**src/rtl/morse_key_decoder.sv**
```systemverilog
// Morse key decoder: times key presses/gaps and assembles up to five
// dot/dash symbols per character. Optional input filter: MORSE_DEBOUNCE_EN.
//  clk, reset (async, active-high), key (raw level, 1 = pressed)
//  morse[4:0]   1 = dot, 0 = dash, bit 4 = first symbol
//  display[4:0] symbol-present mask, left-justified
//  valid / err  one-cycle pulses; busy = FSM not idle
module morse_key_decoder #(
  parameter int UNIT_CYCLES     = 5000000,
  parameter int DASH_UNITS      = 2,
  parameter int CHAR_GAP        = 3,
  parameter int DEBOUNCE_CYCLES = 500000
) (
  input  logic       clk,
  input  logic       reset,
  input  logic       key,
  output logic [4:0] morse,
  output logic [4:0] display,
  output logic       valid,
  output logic       err,
  output logic       busy
);

  localparam int PW = (UNIT_CYCLES > 1) ? $clog2(UNIT_CYCLES) : 1;
  localparam logic [PW-1:0] PMAX = PW'(UNIT_CYCLES - 1);
  localparam logic [2:0] DASH_D = 3'(DASH_UNITS);
  localparam logic [2:0] GAP_D  = 3'(CHAR_GAP);

  typedef enum logic [1:0] {
    IDLE,
    MARK,
    SPACE,
    DRAIN
  } state_t;

  state_t state, state_n;

  logic          k1, k2, lvl, lvl_q;
  logic          rise, fall, edge_s, tick;
  logic [PW-1:0] pcnt;
  logic [2:0]    dur;
  logic [4:0]    sh_m, sh_d, mask;
  logic [2:0]    cnt;
  logic          clr, push, v_n, e_n;

  always_ff @(posedge clk or posedge reset) begin
    if (reset) begin
      k1 <= 1'b0;
      k2 <= 1'b0;
    end else begin
      k1 <= key;
      k2 <= k1;
    end
  end

`ifdef MORSE_DEBOUNCE_EN
  localparam int DW = (DEBOUNCE_CYCLES > 1) ? $clog2(DEBOUNCE_CYCLES) : 1;
  localparam logic [DW-1:0] DMAX = DW'(DEBOUNCE_CYCLES - 1);

  logic          filt;
  logic [DW-1:0] dcnt;

  // level flips only after DEBOUNCE_CYCLES consecutive disagreeing cycles
  always_ff @(posedge clk or posedge reset) begin
    if (reset) begin
      filt <= 1'b0;
      dcnt <= '0;
    end else if (k2 == filt) begin
      dcnt <= '0;
    end else if (dcnt == DMAX) begin
      filt <= k2;
      dcnt <= '0;
    end else begin
      dcnt <= dcnt + 1'b1;
    end
  end

  assign lvl = filt;
`else
  assign lvl = k2;
`endif

  assign rise   = lvl & ~lvl_q;
  assign fall   = ~lvl & lvl_q;
  assign edge_s = lvl ^ lvl_q;
  // an edge in the same cycle swallows the tick
  assign tick   = (pcnt == PMAX) & ~edge_s;
  assign mask   = 5'b10000 >> cnt;
  assign busy   = (state != IDLE);

  always_ff @(posedge clk or posedge reset) begin
    if (reset) begin
      lvl_q <= 1'b0;
      pcnt  <= '0;
      dur   <= '0;
    end else begin
      lvl_q <= lvl;
      if (edge_s || pcnt == PMAX) pcnt <= '0;
      else                        pcnt <= pcnt + 1'b1;
      if (edge_s)                     dur <= '0;
      else if (tick && dur != 3'd7)   dur <= dur + 3'd1;
    end
  end

  always_ff @(posedge clk or posedge reset) begin
    if (reset) state <= IDLE;
    else       state <= state_n;
  end

  always_comb begin
    state_n = state;
    clr     = 1'b0;
    push    = 1'b0;
    v_n     = 1'b0;
    e_n     = 1'b0;
    unique case (state)
      IDLE: begin
        if (rise) begin
          state_n = MARK;
          clr     = 1'b1;
        end
      end
      MARK: begin
        if (fall) begin
          if (cnt < 3'd5) begin
            push    = 1'b1;
            state_n = SPACE;
          end else begin
            state_n = DRAIN;
          end
        end
      end
      SPACE: begin
        if (rise && dur < GAP_D) begin
          state_n = MARK;
        end else if (dur >= GAP_D) begin
          v_n = 1'b1;
          // a press landing on the gap expiry starts the next character
          if (rise) begin
            state_n = MARK;
            clr     = 1'b1;
          end else begin
            state_n = IDLE;
          end
        end
      end
      DRAIN: begin
        if (!lvl && dur >= GAP_D) begin
          e_n     = 1'b1;
          state_n = IDLE;
        end
      end
      default: state_n = IDLE;
    endcase
  end

  always_ff @(posedge clk or posedge reset) begin
    if (reset) begin
      sh_m    <= '0;
      sh_d    <= '0;
      cnt     <= '0;
      morse   <= '0;
      display <= '0;
      valid   <= 1'b0;
      err     <= 1'b0;
    end else begin
      valid <= v_n;
      err   <= e_n;
      if (v_n) begin
        morse   <= sh_m;
        display <= sh_d;
      end
      if (clr) begin
        sh_m <= '0;
        sh_d <= '0;
        cnt  <= '0;
      end else if (push) begin
        sh_d <= sh_d | mask;
        if (dur < DASH_D) sh_m <= sh_m | mask;
        cnt <= cnt + 3'd1;
      end
    end
  end

endmodule

```
**config.mk**
```make
export PLATFORM = sky130hd
export DESIGN_NAME = morse_key_decoder
export DESIGN_NICKNAME = d
export VERILOG_FILES = /design/src/rtl/morse_key_decoder.sv
export SDC_FILE = /design/constraint.sdc
export NUM_CORES = 1
export LEC_CHECK = 0
export ABC_AREA = 0
export CAP_MARGIN = 20
export CELL_PAD_IN_SITES_DETAIL_PLACEMENT = 1
export CELL_PAD_IN_SITES_GLOBAL_PLACEMENT = 2
export CORE_MARGIN = 5
export CORE_UTILIZATION = 38
export CTS_CLUSTER_SIZE = 14
export DETAILED_ROUTE_END_ITERATION = 7
export PLACE_DENSITY_LB_ADDON = 0.1
export SYNTH_ARGS = -nofsm -noshare
export SYNTH_HDL_FRONTEND = slang
export SYNTH_SLANG_ARGS = --single-unit
```
**constraint.sdc**
```tcl
create_clock -name clk -period 2.51 [get_ports clk]
set_input_delay 0.753 -clock clk [delete_from_list [all_inputs] [get_ports clk]]
set_output_delay 0.753 -clock clk [all_outputs]
set_load 0.02 [all_outputs]
```
=== After elaboration in Yosys (flattened, before gate mapping) ===
Cells that the tools add are included.

* Flip-flop bits (word level): 56
* Latch bits: 0
* Memory bits (writable): 0
* Memory bits (read-only): 0
* Input bits: 3
* Output and inout bits: 13
* Word-level logic and storage cells: 81
* Memories kept: 0

* Add/subtract/negate cells: 3
* Multipliers: 0
* Div/mod/pow operators: 0
* Order comparisons: 4
* Equality and inequality tests: 9
* Shift operators: 1
* Mux-type cells: 30
* Bitwise gates (word level): 9
* Reduce and logical (&&, ||, !) cells: 12

{| class="wikitable"
|+ Operators with widths
! cell !! count
|-
| $mux 5 || 5
|-
| $add 23x1->23 const B || 1
|-
| $eq 23x23->1 const B || 1
|-
| $mux 23 || 1
|-
| $mux 1 || 13
|-
| $mux 3 || 4
|-
| $mux 2 || 5
|-
| $or 5x5->5 || 2
|-
| $pmux 2 s4 || 1
|-
| $reduce_bool 2->1 || 4
|-
| $add 3x1->3 const B || 2
|-
| $lt 3x2->1 const B || 2
|-
| $ne 2x2->1 const B || 3
|-
| $ne 3x3->1 const B || 2
|-
| $shr 5x3->5 const A || 1
|-
| $eq 2x2->1 const B || 2
|-
| $reduce_and 4->1 || 1
|-
| $and 1x1->1 || 3
|-
| $ge 3x2->1 const B || 1
|-
| $logic_and 1x1->1 || 3
|-
| $lt 3x3->1 const B || 1
|-
| $not 1->1 || 3
|-
| $eq 2x1->1 const B || 1
|-
| $logic_not 2->1 || 1
|-
| 5 further kinds || 5
|}

=== Depth between registers and ports, before layout ===
Gate-level depths: netlist of the first run.

* Depth after elaboration: 8
* Depth in mapped cells: 7
* Mapped depth without buffers: 6

=== Worst setup path before layout of the first run ===
No wires, ideal clock.

* Kind: register -> register
* Start point: register dur[1]
* End point: register display[0]
* Setup time: 125 ps
* Arrival: 1,706 ps
* Required time: 2,385 ps
* Path slack: 679 ps
* Stages on the path, launching flop included: 8
* Buffers on the path: 1
* Clock period less this slack: 1,831 ps
* Path through: dfrtp_1 -> ha_1 -> ha_1 -> inv_1 -> o21ai_0 -> and3_1 -> clkbuf_1 -> mux2_2

* Cells in the longest elaborated chain, start to end: 4
* Elaborated cells on any way between the ends: 6
* Those cells by class: order compare (2); mux (3); reduce/logical (1)

{| class="wikitable"
|+ RTL lines
! what !! RTL line !! source
|-
| from (decl) || 40 || <nowiki>logic [2:0] dur;</nowiki>
|-
| from (signal assigned) || 100 || <nowiki>else if (tick && dur != 3'd7) dur <= dur + 3'd1;</nowiki>
|-
| $ge 3x2->1 / $lt 3x2->1 (equally long branches) || 135, 133 ||
|-
| $mux 1 / $logic_and 1x1->1 (equally long branches) || 135, 133 ||
|-
| $mux 1 (*) || 133 || <nowiki>if (rise && dur < GAP_D) begin</nowiki>
|-
| $mux 1 (*) || 115 || <nowiki>unique case (state)</nowiki>
|-
| via v_n || 43 || <nowiki>logic clr, push, v_n, e_n;</nowiki>
|-
| to (signal assigned) || 162 || <nowiki>display <= '0;</nowiki>
|-
| to (signal assigned) || 170 || <nowiki>display <= sh_d;</nowiki>
|-
| to (decl) || 17 || <nowiki>output logic [4:0] display,</nowiki>
|}

The timed path passes the listed nets; every way through them passes the cells marked *.
A chain may end at the register's enable or synchronous reset.

=== Worst setup path after layout of the first run ===
* Start point: register state[1]
* End point: output busy

* Cells in the longest elaborated chain, start to end: 1

{| class="wikitable"
|+ RTL lines
! what !! RTL line !! source
|-
| from (decl) || 35 || <nowiki>state_t state, state_n;</nowiki>
|-
| from (signal assigned) || 106 || <nowiki>else state <= state_n;</nowiki>
|-
| $reduce_bool 2->1 || 88 || <nowiki>assign busy = (state != IDLE);</nowiki>
|-
| to (decl) || 20 || <nowiki>output logic busy</nowiki>
|}

No other way between the ends.

==> results of run 1 <==
cell usage after synthesis (2+ instances only):
library cell / n
dfrtp_1: 56
nor2_1: 34
a21oi_1: 23
inv_1: 14
nand2_1: 13
ha_1: 11
nand3_1: 11
mux2_2: 10
xnor2_1: 9
nor4_1: 7
o31ai_1: 7
or4_1: 7
buf_2: 5
nand4_1: 5
o21ai_0: 5
xor2_1: 5
or3_1: 4
and3_1: 3
clkbuf_1: 3
nor2b_1: 3
nor4b_1: 3
o21a_1: 3
a31oi_1: 2
and4_1: 2
nor3_1: 2
critical path, cell delays in order, from the launching register on:
cell and delay (ns):
dfrtp_1 0.48, inv_1 0.09, nand2_1 0.07, clkdlybuf4s50_1 0.59
layout by cell type (no fill, tap or decap), types with 3 or more instances in the layout:
cell              n
xor2_1            5
or4_1             7
ha_1             11
o21ai_0           5
or3_1             4
clkdlybuf4s50_1  15
nor2_1           34
nand2_1          13
dfrtp_1          56
a21oi_1          23
mux2_2           10
xnor2_1           9
clkbuf_8          5
buf_4             7
o31ai_1           7
nor4b_1           3
o21a_1            3
inv_1            13
and3_1            3
nor2b_1           3
nand3_1          11
nand4_1           5
nor4_1            7
per-stage QoR:
stage	setup slack, ns	cell area [um2]
after floorplan	0.386	2670
after global placement	0.528	2940
after detailed placement	0.509	2940
after CTS	0.207	3030
after global routing	0.132	3030
final	0.224	3030
registers in the layout (all words and copies together), names as in the netlist, 2 cells and up:
register,flops
sh_d,5
cnt,3
display,5
pcnt,23
state,2
sh_m,5
morse,5
dur,3
cells by family (layout without fill, tap and decap cells):
group / after synthesis / in the layout / synth area share, %
xor+xnor: 14 / 14 / 4.59
flops: 56 / 56 / 52.4
fa+ha+maj: 11 / 11 / 5.15
simple gates: 102 / 102 / 20.2
buf+inv: 24 / 44 / 4.02
mux: 10 / 10 / 4.21
compound gates: 43 / 43 / 9.41
worst max-delay path by stage:
stage	start	endpoint	slack (ns)	cells after the start
6_report	state[1]	busy	0.22	3
5_1_grt	state[1]	busy	0.13	3
4_1_cts	state[1]	busy	0.21	3
3_5_place_dp	pcnt[9]	pcnt[22]	0.51	4
3_3_place_gp	pcnt[9]	pcnt[20]	0.53	4
2_1_floorplan	reset	cnt[0]	0.39	1
metal layers:
| metal | up-vias | track usage (%) | part of all wire [%] |
|---|---|---|---|
| met2 | 17 | 25.0 | 51 |
| met1 | 987 | 16.7 | 45 |
| met4 | 0 | 3.97 | 1.0 |
| met5 | - | 0 | 0 |
| li1 | 954 | - | - |
| met3 | 5 | 2.64 | 2.1 |
area by class of cell:
cell class                      count  area (um2)  area share [%]
Clock buffer                        5        68.8            2.27
Clock inverter                      3        23.8           0.784
Timing Repair Buffer               22         203            6.68
Tap cell                           96         120            3.96
Sequential cell                    56        1400            46.2
Inverter                           14        52.6            1.73
Multi-Input combinational cell    180        1160            38.4
power groups by stage:
stage	registers, uW	clock network (uW)	logic (uW)
2_1_floorplan	1090	0	254
3_3_place_gp	1120	0	341
3_5_place_dp	1130	0	354
4_1_cts	1110	527	356
5_1_grt	1130	563	405
6_report	1110	496	344
==> impl_results.md, run 1 <==
* Hold path depth at 0
* #FFs+latches synth at 56
* Synthesized instance count at 260
* Initial core utilization at 39.1%
* Max Slew Vio Count at 0
* NetSw at 601 uW
* Top FF cell, synth: dfrtp_1
* Ant diodes at 0
* Cell area power density at 642 mW/mm2
* Maximum VDD drop at 244 uV
* Area share of the leading cell type in the synthesized netlist at 52.4%
* CTS resizes at 0
* Fmax at 438 MHz
* TritonCTS Buffers at 5
* CP Launch Type: flop
* Final Hold Vio Count at 0
* Post-CTS setup buffer count at 0
* Power share of the sequential group at a little under three fifths
* CTS tree: done
* Synth-to-layout area growth at 13.5%
* CORE AREA at ~0.0068 mm2
* Antenna viol nets, final at 0
* P_int at 1350 uW
* Launching point of the worst reg2reg path: pcnt[9]
* Gate power share at between 10% and 20%
* Hold Crit Class: reg2reg
* Routed wire length at approximately 5500 um
* Final net count at 293
* Die Span X at 93.9 um
* Hold_ws at 0.359 ns
* PortBufs at 15
* Final setup fails at 0
* Status: complete, no violations
* Clock sink total at 56
* Synth warn at 0
* Clock power share at around 26%
* Cell area after synthesis at 0.00267 mm2
* Nature of the critical path endpoint: output port
* Clock Pin Slew Worst Setup and Hold Paths at 0.10 ns
* Vias in the first global route at 2066
* Async SR Flop Fraction at 100%
* Initial antenna violation count at 0
* Congestion Overflow GR at 0
* Max cap viols at 0
* P_leak at ~0.0013 uW
* Cell accounting for the most synthesized area: dfrtp_1
* First-pass GRT wire length at around 9800 um
* Setup CP Type: reg2out
* Largest fanout on the critical path at 8
* Cell row count at 30
* Net Sw Frac at a little under a third
* Vias per Instance at 5.22
* Placed Cells incl. Taps at 368
* # DRC at 0
* Worst reg-to-reg path cell count at 4
* Number of enable flip-flop cells after synthesis at 0
* Share of layout cells above drive strength 1 at between 10 and 15%
* Clk Latency, worst-skew pair at approximately 0.31 ns
* Routed via count at 1963
* RSZ-0062 raised after global routing: no
* Worst Hold Launch: k1
* Arr. time, crit path at between 1.5 and 2 ns
* # IOs at 16
* Crit share post-route at about nine tenths
* GRT Total Usage at between 10% and 20%
* Seq/Total Area, Yosys at 52.4%
* Avg Cell Area, Syn at 10.3 um2
* Hold Path End: k2
* Setup slack, reg-to-reg at 0.51 ns
* Clock skew at 0.00453 ns
* Drt wl/cell at 14.5 um
* Post-DP HPWL at roughly 4000 um
* Worst path required time at 1.76 ns
* Reg2Reg Capture Point: pcnt[21]
* GP Congestion at 0.732
* Clock Tree Buf Depth at 2
* Mapped Nets at 274
* CTS Hold Bufs at 0
* Synth area leaders: dfrtp_1 52%, ha_1 5.1%, nor2_1 4.8%
* Synth unique cells at 38
* Setup tns final at 0 ns
* Largest net degree at the start of global routing at 33
* Drt first pass iters at 4
* Fillers at between 700 and 800
* H-tree depth at 2
* Slew at the pin with the worst max-slew slack at approximately 0.5 ns
* Slew margin rel. at roughly two thirds
* Overall Power at between 1500 and 2000 uW
* Min cycle time layout at ~2.3 ns
* Final cell count without fillers at 376
* Core Util, Final at 44.4%
* Root buf cell: clkbuf_8
* DRT iter0 DRCs at 46
* Die height at 93.9 um
* Die area at 0.00881 mm2
Note: power is estimated with default switching activity, not from simulation.
==> run 2, diff against run 1 <==
==> config.mk (replaced) <==
export PLATFORM = sky130hd
export DESIGN_NAME = morse_key_decoder
export DESIGN_NICKNAME = d
export VERILOG_FILES = /design/src/rtl/morse_key_decoder.sv
export SDC_FILE = /design/constraint.sdc
export NUM_CORES = 1
export LEC_CHECK = 0
export ABC_AREA = 0
export CAP_MARGIN = 20
export CORE_MARGIN = 5
export CORE_UTILIZATION = 40
export CTS_CLUSTER_SIZE = 14
export DETAILED_ROUTE_END_ITERATION = 7
export SYNTH_ARGS = -nofsm -noshare
export SYNTH_HDL_FRONTEND = slang
export SYNTH_SLANG_ARGS = --single-unit
==> run 2 against run 1 <==
  * Die area decreased by 4.5%
  * Register-to-register slack better by 0.02 ns
  * Routed wire length shrank 11%
  * Clock skew grew 0.011 ns
  * Design area is 0.16% lower
  * Sequential share of layout area grew 0.076 points
  * Worst hold slack lost 0.0046 ns
  * Combinational power is essentially flat
  * First-iteration DRC count is 2.2% lower
  * Largest cell class unchanged
==> impl_results.md, run 2 (synthesis results as in run 1) <==
* GP Congestion at 0.792
* Post-CTS setup buffer count at 0
* GRT Total Usage at 12.4%
* Die Span X at roughly 92 um
* Overall Power at 1960 uW
* CP Launch Type: flop
* Fmax at 436 MHz
* Clock skew at 0.0150 ns
* Final Hold Vio Count at 0
* Clock sink total at 56
* Min cycle time layout at 2.30 ns
* Initial core utilization at 41.6%
* PortBufs at 15
* Setup tns final at 0 ns
* P_leak at 0.00132 uW
* Drt wl/cell at 13.7 um
* Max Slew Vio Count at 0
* First-pass GRT wire length at ~8700 um
* CTS Hold Bufs at 0
* Status: complete, no violations
* Commonest cells after routing, fill and taps aside: 56 x dfrtp_1, 34 x nor2_1, 23 x a21oi_1, 15 x clkdlybuf4s50_1
* Cell row count at 29
* Worst reg-to-reg path cell count at 5
* Slew margin rel. at 69.1%
* Vias in the first global route at 1804
* CORE AREA at 0.00642 mm2
* Clock Pin Slew Worst Setup and Hold Paths at ~0.11 ns
* Leading cell type in the layout, fill and taps excluded: dfrtp_1
* Ant diodes at 0
* Die height at 91.8 um
* Die area at 0.00842 mm2
* DRT iter0 DRCs at 45
* Buf/Inv on CP at 2
* Clock Tree Buf Depth at 2
* Max FFs per register at 23
* Post-DP HPWL at 3340 um
* TritonCTS Buffers at 5
* Antenna viol nets, final at 0
* Multi-input gate area at 0.00116 mm2
* Initial antenna violation count at 0
* Slew at the pin with the worst max-slew slack at 0.457 ns
* Worst path required time at 1.76 ns
* # DRC at 0
* Maximum VDD drop at 371 uV
* Synth-to-layout area growth at 13.3%
* Largest fanout on the critical path at 8
* Launching point of the worst reg2reg path: pcnt[17]
* CTS tree: done
* Setup slack, reg-to-reg at around 0.53 ns
* CTS resizes at 0
* Vias per Instance at 5.35
* Share of layout cells above drive strength 1 at 10.0%
* Crit path max-delay family: buffers and inverters
* Fillers at 611
* Worst-path cell chain: inv_1 -> nand2_1 -> clkdlybuf4s50_1
* Reg area at 0.00140 mm2
* Hold Path End: k2
* H-tree depth at 2
* Drt first pass iters at 4
* Cell area power density at 646 mW/mm2
* Hold path depth at 0
* Max stage delay cell, worst path: clkdlybuf4s50_1
* Max cap viols at 0
* Largest stage delay, worst path at slightly below 0.6 ns
* Reg2Reg Capture Point: pcnt[17]
* # IOs at 16
* Nature of the critical path endpoint: output port
* Clk Latency, worst-skew pair at 0.32 ns
* Largest reg by FF count: pcnt
* Routed via count at ~1900
* Setup CP Type: reg2out
* Crit share post-route at 91.5%
* Final setup fails at 0
* Largest net degree at the start of global routing at 57
* Worst Hold Launch: k1
* Hold Crit Class: reg2reg
* Final net count at slightly below 300
* Root buf cell: clkbuf_8
* Congestion Overflow GR at 0
* RSZ-0062 raised after global routing: no
* Arr. time, crit path at between 1.5 and 2 ns
* Routed wire length at 4860 um
-- run 2: cell count changes in the layout (fill, tap and decap cells not counted), sizes merged --
cell,before,now
inv,14,16
buf,7,6
clkinv,1,0
clkinvlp,2,1
-- run 2: through the flow --
stage | utilization [%] | setup WS [ns] | std cells | cell area, um2 | hold WS (ns)
floorplan | - | 0.386 | 260 | 2670 | 0.331
global route | 47.2 | 0.113 | 356 | 3030 | 0.363
finish | 47.2 | 0.215 | 356 | 3030 | 0.355
detailed placement | 45.7 | 0.554 | 348 | 2940 | 0.335
global placement | 45.7 | 0.568 | 348 | 2940 | 0.335
CTS | 47.2 | 0.214 | 356 | 3030 | 0.357
-- run 2: power breakdown --
group          internal (uW)  switching [uW]
combinational            146             195
sequential              1010            99.6
clock                    204             307
total                   1360             602
-- run 2: cell type report --
type	count	share of cell area [%]
tap	77	3.18
timing repair buffer	21	7.27
clock buffer	5	2.27
clock inverter	3	0.826
inverter	14	1.73
sequential	56	46.3
multi-input combinational	180	38.5
-- run 2: worst max path at each step --
stage | from | endpoint | slack [ns] | cells after the start
after detailed placement | pcnt[15] | pcnt[17] | 0.55 | 5
after global placement | pcnt[15] | pcnt[17] | 0.57 | 5
after floorplan | reset | cnt[0] | 0.39 | 1
final | state[1] | busy | 0.21 | 3
after CTS | state[1] | busy | 0.21 | 3
after global routing | state[1] | busy | 0.11 | 3
-- run 2: worst reg2reg max path, delay by kind of cell (launching register included) --
family | cells | cell delay, ns
and+or+nand+nor | 2 | 0.87
DFF | 1 | 0.43
AOI/OAI and AO/OA | 2 | 0.38
buffers and inverters | 1 | 0.19
-- run 2: routing by layer --
metal | share of wire [%] | routed length, um | vias to the layer above | GRT usage (%)
met5 | 0 | 0 | - | 0
met4 | 1.3 | 62 | 0 | 3.34
met3 | 3.1 | 149 | 7 | 2.78
met2 | 47 | 2310 | 26 | 20.5
met1 | 48 | 2340 | 924 | 16.5
li1 | - | - | 949 | -
==> run 3, diff against run 2 <==
--- a/config.mk
+++ b/config.mk
@@ -11,6 +11,7 @@
 export CORE_UTILIZATION = 40
 export CTS_CLUSTER_SIZE = 14
 export DETAILED_ROUTE_END_ITERATION = 7
+export GPL_TIMING_DRIVEN = 1
 export SYNTH_ARGS = -nofsm -noshare
 export SYNTH_HDL_FRONTEND = slang
 export SYNTH_SLANG_ARGS = --single-unit
==> results of run 3 <==
No change in the layout: final DEF, timing and power equal those of run 2.
